[config.mk]
export PLATFORM = sky130hd
export DESIGN_NAME = mem_arbiter
export DESIGN_NICKNAME = d
export VERILOG_FILES = /design/src/rtl/mem_arbiter.sv
export SDC_FILE = /design/constraint.sdc
export NUM_CORES = 1
export LEC_CHECK = 0
export CAP_MARGIN = 25
export CORE_MARGIN = 2
export CORE_UTILIZATION = 24
export DETAILED_ROUTE_END_ITERATION = 10
export GPL_TIMING_DRIVEN = 0
export HOLD_SLACK_MARGIN = 0.08
export PLACE_DENSITY = 0.81
export SYNTH_ARGS = -nofsm -noshare
export SYNTH_HDL_FRONTEND = slang
export SYNTH_SLANG_ARGS = --single-unit
[constraint.sdc]
create_clock -name clk -period 1.8 [get_ports clk]
set_input_delay 0.27 -clock clk [delete_from_list [all_inputs] [get_ports clk]]
set_output_delay 0.27 -clock clk [all_outputs]
set_load 0.005 [all_outputs]
[src/rtl/mem_arbiter.sv]
// mem_arbiter
// Shares one single-port synchronous memory between instruction fetch (if_*)
// and load/store (ls_*). At most one access is granted per cycle. Load/store
// wins by default; after STARVE_MAX consecutive load/store wins while fetch
// is waiting, fetch is forced through. Read data comes back one cycle after
// the grant, with a registered valid strobe for the requester that owns it.
//
// Ports:
//   clk, rst          core clock, asynchronous active-low reset
//   if_req/if_addr    fetch read request and address
//   if_gnt            fetch granted this cycle (combinational)
//   if_rvalid/rdata   fetch read return (valid registered, data = mem_rdata)
//   ls_req/we/addr/wdata  load/store request, 1 = store
//   ls_gnt            load/store granted this cycle (combinational)
//   ls_rvalid/rdata   load return (valid registered, data = mem_rdata)
//   mem_en/we/addr/wdata  memory command for this cycle
//   mem_rdata         memory read data, valid the cycle after a read
module mem_arbiter #(
  parameter int AW         = 8,
  parameter int DW         = 16,
  parameter int STARVE_MAX = 3
) (
  input  logic          clk,
  input  logic          rst,
  input  logic          if_req,
  input  logic [AW-1:0] if_addr,
  output logic          if_gnt,
  output logic          if_rvalid,
  output logic [DW-1:0] if_rdata,
  input  logic          ls_req,
  input  logic          ls_we,
  input  logic [AW-1:0] ls_addr,
  input  logic [DW-1:0] ls_wdata,
  output logic          ls_gnt,
  output logic          ls_rvalid,
  output logic [DW-1:0] ls_rdata,
  output logic          mem_en,
  output logic          mem_we,
  output logic [AW-1:0] mem_addr,
  output logic [DW-1:0] mem_wdata,
  input  logic [DW-1:0] mem_rdata
);

  localparam int CW = (STARVE_MAX < 2) ? 1 : $clog2(STARVE_MAX + 1);
  localparam logic [CW-1:0] StarveMax = CW'(STARVE_MAX);

  // Bit 1 = fetch owns the outstanding read, bit 0 = load owns it.
  localparam int OwnIf = 1;
  localparam int OwnLs = 0;

  logic [CW-1:0] starve_cnt_q, starve_cnt_d;
  logic [1:0]    rd_owner_q, rd_owner_d;
  logic          starved;

  // Grants are gated by rst so nothing reaches the memory while reset is
  // held, even though the request inputs may still be active.
  always_comb begin
    starved = (starve_cnt_q == StarveMax);
    ls_gnt  = rst & ls_req & (~if_req | ~starved);
    if_gnt  = rst & if_req & (~ls_req | starved);
  end

  always_comb begin
    mem_en    = 1'b0;
    mem_we    = 1'b0;
    mem_addr  = '0;
    mem_wdata = '0;
    if (ls_gnt) begin
      mem_en    = 1'b1;
      mem_we    = ls_we;
      mem_addr  = ls_addr;
      mem_wdata = ls_wdata;
    end else if (if_gnt) begin
      mem_en   = 1'b1;
      mem_addr = if_addr;
    end
  end

  // The counter only measures a run of load/store wins during which fetch
  // kept asking; any fetch grant or a gap in if_req restarts the run.
  always_comb begin
    starve_cnt_d = starve_cnt_q;
    if (if_gnt || !if_req) begin
      starve_cnt_d = '0;
    end else if (ls_gnt && !starved) begin
      starve_cnt_d = starve_cnt_q + CW'(1);
    end
    rd_owner_d         = '0;
    rd_owner_d[OwnIf]  = if_gnt;
    rd_owner_d[OwnLs]  = ls_gnt & ~ls_we;
  end

  always_ff @(posedge clk or negedge rst) begin
    if (!rst) begin
      starve_cnt_q <= '0;
      rd_owner_q   <= '0;
    end else begin
      starve_cnt_q <= starve_cnt_d;
      rd_owner_q   <= rd_owner_d;
    end
  end

  assign if_rvalid = rd_owner_q[OwnIf];
  assign ls_rvalid = rd_owner_q[OwnLs];
  assign if_rdata  = mem_rdata;
  assign ls_rdata  = mem_rdata;

endmodule
==> key figures <==
CTS
  – Worst-path clk slew: 0.03 ns
  – Num CTS Buffers: 3
  – Clock root buffer: clkbuf_4
  – CTS sink cnt: 4
  – H-tree depth: 1
  – CTS tree: yes
  – Clock insertion delay at the later pin of the skew report: 0.23 ns
  – Clock Tree Buf Depth: 2

Worst setup path
  – Crit Path Class: reg -> out
  – R2r worst-path depth: 4
  – R2R Path End: rd_owner_q[0]
  – Crit-path max FO: 6
  – CP arrival: 1.48 ns
  – Crit. Startpoint: starve_cnt_q[0]
  – R2R Path Start: starve_cnt_q[0]
  – CP Launch Type: register
  – R2r setup slk: 0.65 ns
  – Worst Setup End Kind: primary output
  – Req. time, crit path: 1.53 ns

STA
  – Max Clock Skew: 0.000773 ns
  – Slew Limit Fails: 0
  – Final Hold Vio Count: 0
  – Final TNS setup: 0 ns
  – Final setup fails: 0
  – Max Clk Rate: 570 MHz
  – WHS: slightly below 0.5 ns
  – Slew margin rel.: around 84%
  – RSZ-0062 raised after global routing: true
  – Worst Max-Slew Pin Slew: 0.242 ns
  – Tcrit/Tclk final: between 90% and 100%
  – Final Critical Period: ~1.8 ns

Routing
  – # DRC: 0
  – Post-DR wirelength/cell: 12.0 um
  – DR pass1 iterations: 4
  – Antenna-violating nets left: 0
  – Via/cell ratio: 4.23
  – 1st-iter DRT viols: 53
  – DRT Wirelength: approximately 3 mm
  – Vias: 1,057

Synthesis
  – Syn Inst Count: 101
  – Synth unique cells: 22
  – Synth Area in Compound Gates: 12.0%
  – Warnings, synthesis: 0
  – Largest family of logic cells by synthesized area: simple AND/OR/NAND/NOR gates
  – Adder-cell share of the synthesized area: 1.54%
  – Syn Nets: about 160
  – Synth Cell Area: between 800 and 900 um2
  – Synth Area in Simple Gates: 37.2%
  – XOR/XNOR Fraction of Synth Area: 0%
  – Post-synthesis mux area share: 0%
  – Synthesized flop and latch total: 4
  – Post-synthesis sequential area ratio: 12.3%
  – Syn avg cell area: 8.05 um2

Floorplan
  – Die W: 62.2 um
  – Area of the die: 3870 um2
  – Initial Util: 24.8%
  – Chip Height: around 62 um
  – Row cnt: 21
  – Core area: 3280 um2
  – IO Count: about 120

Cells and area
  – Storage cell area: 100 um2
  – Number of nets in the layout: 260
  – Share of cells above drive strength 1: 41.2%
  – Number of diodes: 0
  – Fin util: 57.2%
  – Design area: 1880 um2
  – Layout Area Growth over Synthesis: 131%
  – Fillers: 296
  – Multi-input gate area: around 480 um2

Global route
  – Vias in the first global route: 1,065
  – Overflow after GRT: 0
  – Initial antenna violation count: 0
  – Largest net degree at the start of global routing: 11
  – Global-route wire length before repair: 4.74 mm
  – GRT Overall Usage: 14.7%

Hold path
  – Min-Delay Path Class: in -> reg
  – Hold Path Depth: 3
  – Hold endpoint: starve_cnt_q[0]
  – Hold_sp: rst

Pwr
  – Power Density: 287 nW/um2
  – Static leakage: 0.845 nW
  – Total Power: ~0.00054 W
  – Max VDD drop: 201 uV

Placement
  – Final GP Congestion: 0.726
  – Post-DP Area: 1850 um2
  – PortBufs: 98
  – Hpwl dp: 2.35 mm

Job
  – Number of max-cap violations: 0

Run status
  – Run status: completed
area by class of cell:
class / instances / area share, %
plain buffers: 37 / 15.2
clock buffers: 3 / 1.20
inverters: 1 / 0.200
multi-input cells: 58 / 25.6
flip-flops and latches: 4 / 5.33
well taps: 46 / 3.06
repair buffers: 101 / 49.4
repair_timing:
action | in CTS | in global routing
hold endpoints to repair | 4 | 0
buffers inserted | 0 | 1
cloned | 2 | 0
pin swaps | 4 | 1
gates resized for setup | 86 | 16
hold buffers | 1 | 0
endpoints found under the setup margin | 28 | 17
worst max-delay path, stage by stage, from the launching register on:
cell and delay [ns]:
dfrtp_1 0.41, ha_4 0.20, and2_4 0.18, buf_12 0.14, nor3b_4 0.18, buf_2 0.13
how the worst max path moves through the flow:
stage / endpoint / slack [ns] / cells after the start
2_1_floorplan: mem_wdata[0] / 0.35 / 5
3_3_place_gp: mem_wdata[5] / -0.58 / 5
3_5_place_dp: mem_wdata[0] / -0.60 / 5
4_1_cts: mem_addr[2] / 0.0003 / 5
5_1_grt: if_gnt / -0.03 / 5
6_report: mem_wdata[0] / 0.05 / 5
synth_stat cells, drive strengths merged:
cell	number	area, um2
a21bo	1	10.0
a21oi	2	10.0
and2	1	8.76
buf	39	297
dfrtp	4	100
ha	1	12.5
inv	1	3.75
nand2	18	70.1
nand2b	2	12.5
nand4b	1	8.76
nand4bb	1	11.3
nor2	2	7.51
nor2b	1	6.26
nor3	1	10.0
nor3b	17	168
o21a	1	7.51
o32ai	8	70.1
registers in the layout, summed over array words and instances, names as in the netlist:
name          count
rd_owner_q        2
starve_cnt_q      2
routing by layer:
layer	routed length [um]	share of wire [%]	GRT usage, %	up-vias
met5	0	0	0	-
met4	24	0.80	1.67	0
li1	-	-	-	523
met1	1170	39	15.5	469
met2	1560	52	28.5	61
met3	245	8.2	5.43	4
placed cells by master (no fill, tap or decap), types with 2 or more instances in the layout:
cell             instances
clkdlybuf4s50_1         68
buf_4                   35
buf_2                   18
nand2_1                 17
nor3b_2                 12
dlygate4sd2_1            8
o32ai_1                  6
nor3b_1                  4
dfrtp_1                  4
clkbuf_4                 3
clkdlybuf4s15_1          3
o32ai_2                  2
nand2b_1                 2
a21oi_1                  2
clkbuf_2                 2
stage by stage:
step	cells	setup slack [ns]
global route	250	-0.0276
detailed placement	245	-0.598
floorplan	101	0.348
finish	250	0.0454
global placement	245	-0.584
CTS	250	0.000291
cells by family after synthesis:
kind of cell               Yosys count
DFF                                  4
AOI/OAI and AO/OA                   12
and+or+nand+nor                     44
adders and majority gates            1
buffers and inverters               40
power by group:
group	switching, W	internal [W]	total, W
Combinational	0.000101	0.000235	0.000336
Clock	0.0000330	0.0000743	0.000107
Sequential	0.00000247	0.0000939	0.0000963
Total	0.000136	0.000403	0.000540
Power figures use the tool's default switching activity.
